### config.mk
export PLATFORM = sky130hd
export DESIGN_NAME = memory_stage
export DESIGN_NICKNAME = d
export VERILOG_FILES = /design/src/rtl/memstage_pkg.sv /design/src/rtl/ex_mem_reg.sv /design/src/rtl/memory_stage.sv
export SDC_FILE = /design/constraint.sdc
export NUM_CORES = 1
export LEC_CHECK = 0
export CELL_PAD_IN_SITES_DETAIL_PLACEMENT = 0
export CELL_PAD_IN_SITES_GLOBAL_PLACEMENT = 1
export CORE_AREA = 2 2 229 231
export DETAILED_ROUTE_END_ITERATION = 10
export DIE_AREA = 0 0 231 233
export GPL_TIMING_DRIVEN = 0
export PLACE_DENSITY = 0.77
export SYNTH_ARGS = -nofsm -noshare
export SYNTH_HDL_FRONTEND = slang
export SYNTH_SLANG_ARGS = --single-unit
### constraint.sdc
create_clock -name clk -period 2 [get_ports clk]
set_input_delay 0.4 -clock clk [delete_from_list [all_inputs] [get_ports clk]]
set_output_delay 0.4 -clock clk [all_outputs]
set_load 0.02 [all_outputs]
### src/rtl/memstage_pkg.sv
// Shared types for the memory pipeline stage.
// Build option: MISALIGN_TRAP_EN enables the misaligned-access trap.
package memstage_pkg;

   localparam int DATA_W = 64;

   typedef enum logic [1:0] {
      IDLE,
      REQ,
      WAIT_RD
   } state_t;

   typedef struct packed {
      logic              branch;
      logic              mem_read;
      logic              mem_write;
      logic              zero;
      logic [DATA_W-1:0] pc_branch;
      logic [DATA_W-1:0] alu_result;
      logic [DATA_W-1:0] write_data;
   } ex_mem_t;

endpackage

### src/rtl/ex_mem_reg.sv
// EX/MEM pipeline register: loads when not held, keeps payload on bubbles.
module ex_mem_reg
   import memstage_pkg::*;
(
   input  logic    clk,
   input  logic    reset,
   input  logic    hold,
   input  logic    valid_d,
   input  ex_mem_t d,
   output logic    valid_q,
   output ex_mem_t q
);

   always_ff @(posedge clk) begin
      if (!reset) begin
         valid_q <= 1'b0;
         q       <= '0;
      end else if (!hold) begin
         valid_q <= valid_d;
         if (valid_d) q <= d;
      end
   end

endmodule

### src/rtl/memory_stage.sv
// Memory stage: EX/MEM register, data-memory handshake FSM, MEM/WB outputs.
// Build option: MISALIGN_TRAP_EN adds misalign_W and the alignment trap.
module memory_stage
   import memstage_pkg::*;
(
   input  logic              clk,
   input  logic              reset,
   input  logic              valid_E,
   input  logic              Branch_E,
   input  logic              MemRead_E,
   input  logic              MemWrite_E,
   input  logic [DATA_W-1:0] PCBranch_E,
   input  logic [DATA_W-1:0] aluResult_E,
   input  logic [DATA_W-1:0] writeData_E,
   input  logic              zero_E,
   output logic              stall_M,
   output logic              PCSrc_M,
   output logic [DATA_W-1:0] PCBranch_M,
   output logic              dm_req,
   output logic              dm_we,
   output logic [DATA_W-1:0] dm_addr,
   output logic [DATA_W-1:0] dm_wdata,
   input  logic              dm_gnt,
   input  logic              dm_rvalid,
   input  logic [DATA_W-1:0] dm_rdata,
   output logic              valid_W,
   output logic [DATA_W-1:0] readData_W,
   output logic [DATA_W-1:0] aluResult_W
`ifdef MISALIGN_TRAP_EN
   ,
   output logic              misalign_W
`endif
);

   ex_mem_t e_bus;
   ex_mem_t m;
   logic    valid_M;
   state_t  state;
   state_t  state_nx;
   logic    mem_op;
   logic    mis;
   logic    complete;
   logic    rd_done;

   assign e_bus = '{
      branch:     Branch_E,
      mem_read:   MemRead_E,
      mem_write:  MemWrite_E,
      zero:       zero_E,
      pc_branch:  PCBranch_E,
      alu_result: aluResult_E,
      write_data: writeData_E
   };

   ex_mem_reg u_ex_mem (
      .clk     (clk),
      .reset   (reset),
      .hold    (stall_M),
      .valid_d (valid_E),
      .d       (e_bus),
      .valid_q (valid_M),
      .q       (m)
   );

   assign mem_op = valid_M & (m.mem_read | m.mem_write);

`ifdef MISALIGN_TRAP_EN
   assign mis = mem_op & (m.alu_result[2:0] != 3'b000);
`else
   assign mis = 1'b0;
`endif

   always_ff @(posedge clk) begin
      if (!reset) state <= IDLE;
      else        state <= state_nx;
   end

   always_comb begin
      state_nx = state;
      complete = 1'b0;
      rd_done  = 1'b0;
      dm_req   = 1'b0;
      dm_we    = 1'b0;
      dm_addr  = '0;
      dm_wdata = '0;
      unique case (state)
         IDLE: begin
            if (mem_op && !mis) state_nx = REQ;
            else if (valid_M)   complete = 1'b1;
         end
         REQ: begin
            dm_req   = 1'b1;
            dm_we    = m.mem_write;
            dm_addr  = m.alu_result;
            dm_wdata = m.write_data;
            if (dm_gnt) begin
               if (m.mem_write) begin
                  complete = 1'b1;
                  state_nx = IDLE;
               end else if (dm_rvalid) begin
                  complete = 1'b1;
                  rd_done  = 1'b1;
                  state_nx = IDLE;
               end else begin
                  state_nx = WAIT_RD;
               end
            end
         end
         WAIT_RD: begin
            if (dm_rvalid) begin
               complete = 1'b1;
               rd_done  = 1'b1;
               state_nx = IDLE;
            end
         end
         default: state_nx = IDLE;
      endcase
   end

   // Non-memory ops and trapped ops complete in IDLE, so they never stall.
   assign stall_M    = mem_op & ~complete;
   assign PCSrc_M    = valid_M & m.branch & m.zero;
   assign PCBranch_M = m.pc_branch;

   always_ff @(posedge clk) begin
      if (!reset) begin
         valid_W     <= 1'b0;
         readData_W  <= '0;
         aluResult_W <= '0;
      end else begin
         valid_W <= complete;
         if (complete) begin
            aluResult_W <= m.alu_result;
            readData_W  <= rd_done ? dm_rdata : '0;
         end
      end
   end

`ifdef MISALIGN_TRAP_EN
   always_ff @(posedge clk) begin
      if (!reset) misalign_W <= 1'b0;
      else        misalign_W <= complete & mis;
   end
`endif

endmodule

=== Yosys cells after proc, flatten, opt, wreduce, memory -nomap -nowiden ===
Cells that the tools add are included.

* Bits in registers: 328
* Memory bits (read-only): 0
* Word-level logic and storage cells: 47
* Memories kept: 0
* Bits in latches: 0
* RAM bits: 0

* Div/mod/pow operators: 0
* Bitwise logic cells: 7
* Reduce and logical (&&, ||, !) cells: 3
* Multiply operators: 0
* Multiplexer cells: 20
* $add $sub $neg: 0
* Equal/unequal tests: 5
* Order comparisons: 0
* Shifts and indexed selects: 0

{| class="wikitable"
|+ Operators by type and width
! operator !! count
|-
| two-way mux 64 bit || 3
|-
| two-way mux 2 bit || 5
|-
| two-way mux 1 bit || 9
|-
| inequality test 2 bit (second input constant) || 3
|-
| one-hot mux 2 bit (3 select lines) || 1
|-
| AND 1 bit || 4
|-
| one-hot mux 1 bit (3 select lines) || 1
|-
| AND reduction 3 bit || 1
|-
| == test 2 x 1 -> 1 bit (second input constant) || 1
|-
| == test 2 bit (second input constant) || 1
|-
| logical NOT 2 bit || 1
|-
| NOT 1 bit || 2
|-
| one-hot mux 1 bit (2 select lines) || 1
|-
| AND reduction 2 bit || 1
|-
| OR 1 bit || 1
|}

=== Depth between registers and ports, before layout ===
* Depth in word-level cells: 8
* Gate-level depth with buffers: 9
* Depth with buffers taken out: 6

=== Modules after synthesis ===
From an unflattened synthesis, not the netlist that was laid out.

* Cell total of the unflattened synthesis: 1582
* Area, all modules: 14022.2 µm²

{| class="wikitable"
|+ By module, submodules not included
! module !! area each (µm²) !! cells an instance !! instances
|-
| ex_mem_reg || 7842.5 || 854 || 1
|-
| memory_stage || 6179.7 || 728 || 1
|}

=== Worst setup path before layout ===
No wires, ideal clock.

* Path type: register to register
* Start point: register state[1]
* End point: register u_ex_mem.q[29] in the netlist's numbering
* Setup slack: 65 ps
* Required time: 1886 ps
* Arrival time: 1821 ps
* Stages on the path, launching flop included: 10
* Cells stage by stage: dfxtp_1 inv_1 ha_1 a22o_1 a32o_1 buf_4 buf_4 buf_4 nand3_1 nand2_1

* Cells in the longest elaborated chain, start to end: 6
* Elaborated cells between the ends (all ways): 8
* Those cells by class: eq/ne (2); mux (1); bitwise (3); reduce/logical (2)

{| class="wikitable"
|+ RTL lines
! item !! line !! RTL
|-
| from (decl) || memory_stage.sv:38 || <nowiki>state_t state;</nowiki>
|-
| from (signal assigned) || memory_stage.sv:75 || <nowiki>else state <= state_nx;</nowiki>
|-
| == test 2 bit (tied with other cells) || memory_stage.sv:86 || <nowiki>unique case (state)</nowiki>
|-
| one-hot mux 1 bit (3 select lines) * || memory_stage.sv:86 ||
|-
| NOT 1 bit * || memory_stage.sv:121 || <nowiki>assign stall_M = mem_op & ~complete;</nowiki>
|-
| AND 1 bit * || memory_stage.sv:121 ||
|-
| NOT 1 bit (no line) * || -- ||
|-
| AND reduction 2 bit (no line) * || -- ||
|-
| to (signal assigned) || ex_mem_reg.sv:17 || <nowiki>q <= '0;</nowiki>
|-
| to (signal assigned) || ex_mem_reg.sv:20 || <nowiki>if (valid_d) q <= d;</nowiki>
|-
| to (decl) || ex_mem_reg.sv:11 || <nowiki>output ex_mem_t q</nowiki>
|}

Mark *: on every way between the ends. The rest lies on a longest branch, timed or not.
A chain may end at the register's enable or synchronous reset.

=== Worst setup path in the final report ===
* Start point: register state[1]
* End point: output dm_addr[60]

* Cells in the longest elaborated chain, start to end: 2

{| class="wikitable"
|+ RTL lines
! item !! line !! RTL
|-
| == test 2 x 1 -> 1 bit || memory_stage.sv:86 ||
|-
| two-way mux 64 bit || memory_stage.sv:86 ||
|-
| to (decl) || memory_stage.sv:21 || <nowiki>output logic [DATA_W-1:0] dm_addr,</nowiki>
|}

Every way passes these cells.

==> impl_metrics.yaml <==
run_status:
  status: "complete, but fails checks"
  violations: "setup timing"
timing:
  worst_pin_slew_ns: 0.942
  max_slew_margin: 0.372
  finClkSkew_ns: 0.0270
  setup-tns-final_ns: -60.30
  fin_crit_sh: 1.17
  timing.fmax_mhz: 426
  fin_ws_ns: -0.345
  maxSlewViolCount: 0
  rsz0062_at_grt: "true"
  period_minus_slack_ns: 2.35
  holdWs_ns: 0.375
  setup_violations: 440
  finalHoldViolCount: 0
grt:
  grt_pass1_vias: 14000
  grt_usage: 0.208
  grt_antenna_before_repair: 7
  grt_max_degree: 14
  grt_remaining_overflow: 0
  grt_pass1_wl_um: 85300
finish:
  fin_cells: 3033
  n_fill_cell: 4793
  utilization: 0.488
  final_cell_mix: "clkdlybuf4s50_1, nand2_1, dfxtp_1"
  drive_above_1_share: 0.278
  nNetsFinal: 2586
  final_area_sq_mm: 0.0249
  layout_commonest_cell: "clkdlybuf4s50_1"
  areaGrowthSynthToFinish_pct: 84.6
critical_path:
  slowest_delay_ns: 0.34
  crit_type: "reg2out"
  crit_chain: "inv_2 -> ha_4 -> buf_4 -> buf_6 -> buf_8 -> buf_4 -> and2_4 -> buf_6"
  crit_path_end_kind: "output pin"
  critPathRequiredTime_ns: 1.60
  cp_top_family: "buffers and inverters"
  critPathMaxFanout: 9
  critical_path.slowest_cell: "dfxtp_2"
  crit_buf_inv: 6
  crit_arrival_ns: 1.95
  start_kind: "register"
floorplanning:
  start_util: 0.264
  die-area_sq_mm: 0.0538
  std_cell_rows: 83
  die_w_um: 231
  die_h_um: 233
  io_pins: 590
  core_sq_mm: 0.0511
yosys:
  syn-cell-area_sq_mm: 0.0135
  yosysTopAreaCellShare: 0.486
  yosys.area.top_type: "dfxtp_1"
  synth_cell_types: 25
  synthCells: 1599
  synth_seq_cells: 328
  yosysWarnings: 0
  syn_area_per_cell_sq_um: 8.45
  ys_seq_area_frac: 0.486
  synthTopCellsByArea: "dfxtp_1, nand3_1, nand2_1"
  synth_nets: 1869
routing:
  routed-via-count: 13900
  first_pass_iters: 5
  drc_errors: 0
  routed_via_density: 4.59
  wl_um: 61400
  ant_nets: 0
  wl_per_cell_um: 20.2
  drt_iter0_drc: 665
cts:
  cts_root_buf: "clkbuf_16"
  htree_levels: 2
  cts_tree: "built"
  clock_sinks: 328
  clk_latency_ns: 0.58
  clock_path_buffers: 3
  clk_pin_slew_ns: 0.06
  cts_made_buffers: 40
pwr:
  leakagePower_nw: 10.4
  power_mw: 23.3
  vdd_drop_max_mv: 0.536
  p_per_area_mw_per_mm2: 936
placed_design:
  place_ws_ns: -1.65
  placed_area_sq_mm: 0.0202
  hpwl_um: 42900
  gp_congestion: 0.870
  dp_cells: 2867
  portBuffers: 588
hold_path:
  hp-class: "in2reg"
job:
  max_cap_violations: 0
tightest hold or removal path, stage by stage:
cell             delay [ns]
clkdlybuf4s50_1        0.40
nand3_1                0.07
nand2_1                0.05
state kept, by name, indices dropped and copies added (netlist names):
signal and flops:
u_ex_mem.valid_q 1, aluResult_W 64, valid_W 1, state 2, u_ex_mem.q 196, readData_W 64
synth_stat cells (all sizes together):
cell type    n
nand4        1
a22o         1
and3         1
a32oi        1
inv          4
clkbuf      88
buf        113
and2       130
ha           5
a32o         1
o21bai       1
nor2         2
nand3      330
mux2i      128
a222oi       1
o21a         1
and3b        2
nor2b        2
o21ai       67
o2111a       1
dfxtp      328
nand2      390
or2          1
power by group:
part	internal, mW	total [mW]	switching, mW
sequential	6.96	7.19	0.236
clock	4.57	7.66	3.08
combinational	4.79	8.49	3.70
total	16.3	23.3	7.02
cell families (layout without fill, tap and decap cells):
family / count (synthesis) / after routing / share of synthesized area
AOI/OAI and AO/OA: 74 / 74 / 0.0309
buffers and inverters: 205 / 954 / 0.0887
and+or+nand+nor: 859 / 859 / 0.295
muxes: 128 / 128 / 0.0948
adders and majority gates: 5 / 5 / 0.00463
DFF: 328 / 328 / 0.486
other: 0 / 5 / 0
worst paths after layout:
check | startpoint | slack (ns) | cells past startpoint | endpoint
worst min register to register | u_ex_mem.q[192]$_SDFFE_PN0P_ | 0.45 | 2 | u_ex_mem.q[192]$_SDFFE_PN0P_
worst min-delay path | writeData_E[63] | 0.37 | 3 | u_ex_mem.q[63]$_SDFFE_PN0P_
worst max-delay path | state[1]$_SDFFE_PN0P_ | -0.35 | 8 | dm_addr[60]
worst max register to register | state[1]$_SDFFE_PN0P_ | -0.18 | 12 | u_ex_mem.q[103]$_SDFFE_PN0P_
what timing repair did:
action | 4_1_cts | 5_1_grt
gates resized for setup | 966 | 407
pin swaps | 59 | 115
setup buffers | 14 | 24
cloned | 21 | 32
setup endpoints to repair | 541 | 545
hold buffers | 0 | 0
routing by layer:
layer  part of all wire  track usage
met5            0.00037            0
met4              0.031       0.0728
met3              0.074       0.0586
met2               0.50        0.370
met1               0.39        0.237
layout make-up:
cell class,instances,area [sq um],area share
Timing Repair Buffer,677,7750,0.311
Clock inverter,17,250,0.0100
Clock buffer,57,1140,0.0459
Antenna cell,5,12.5,0.000502
Inverter,4,15.0,0.000602
Multi-Input combinational cell,1066,6530,0.262
Buffer,199,1830,0.0733
Tap cell,680,851,0.0341
Sequential cell,328,6570,0.263
No activity file was read; power rests on OpenSTA's default activity.
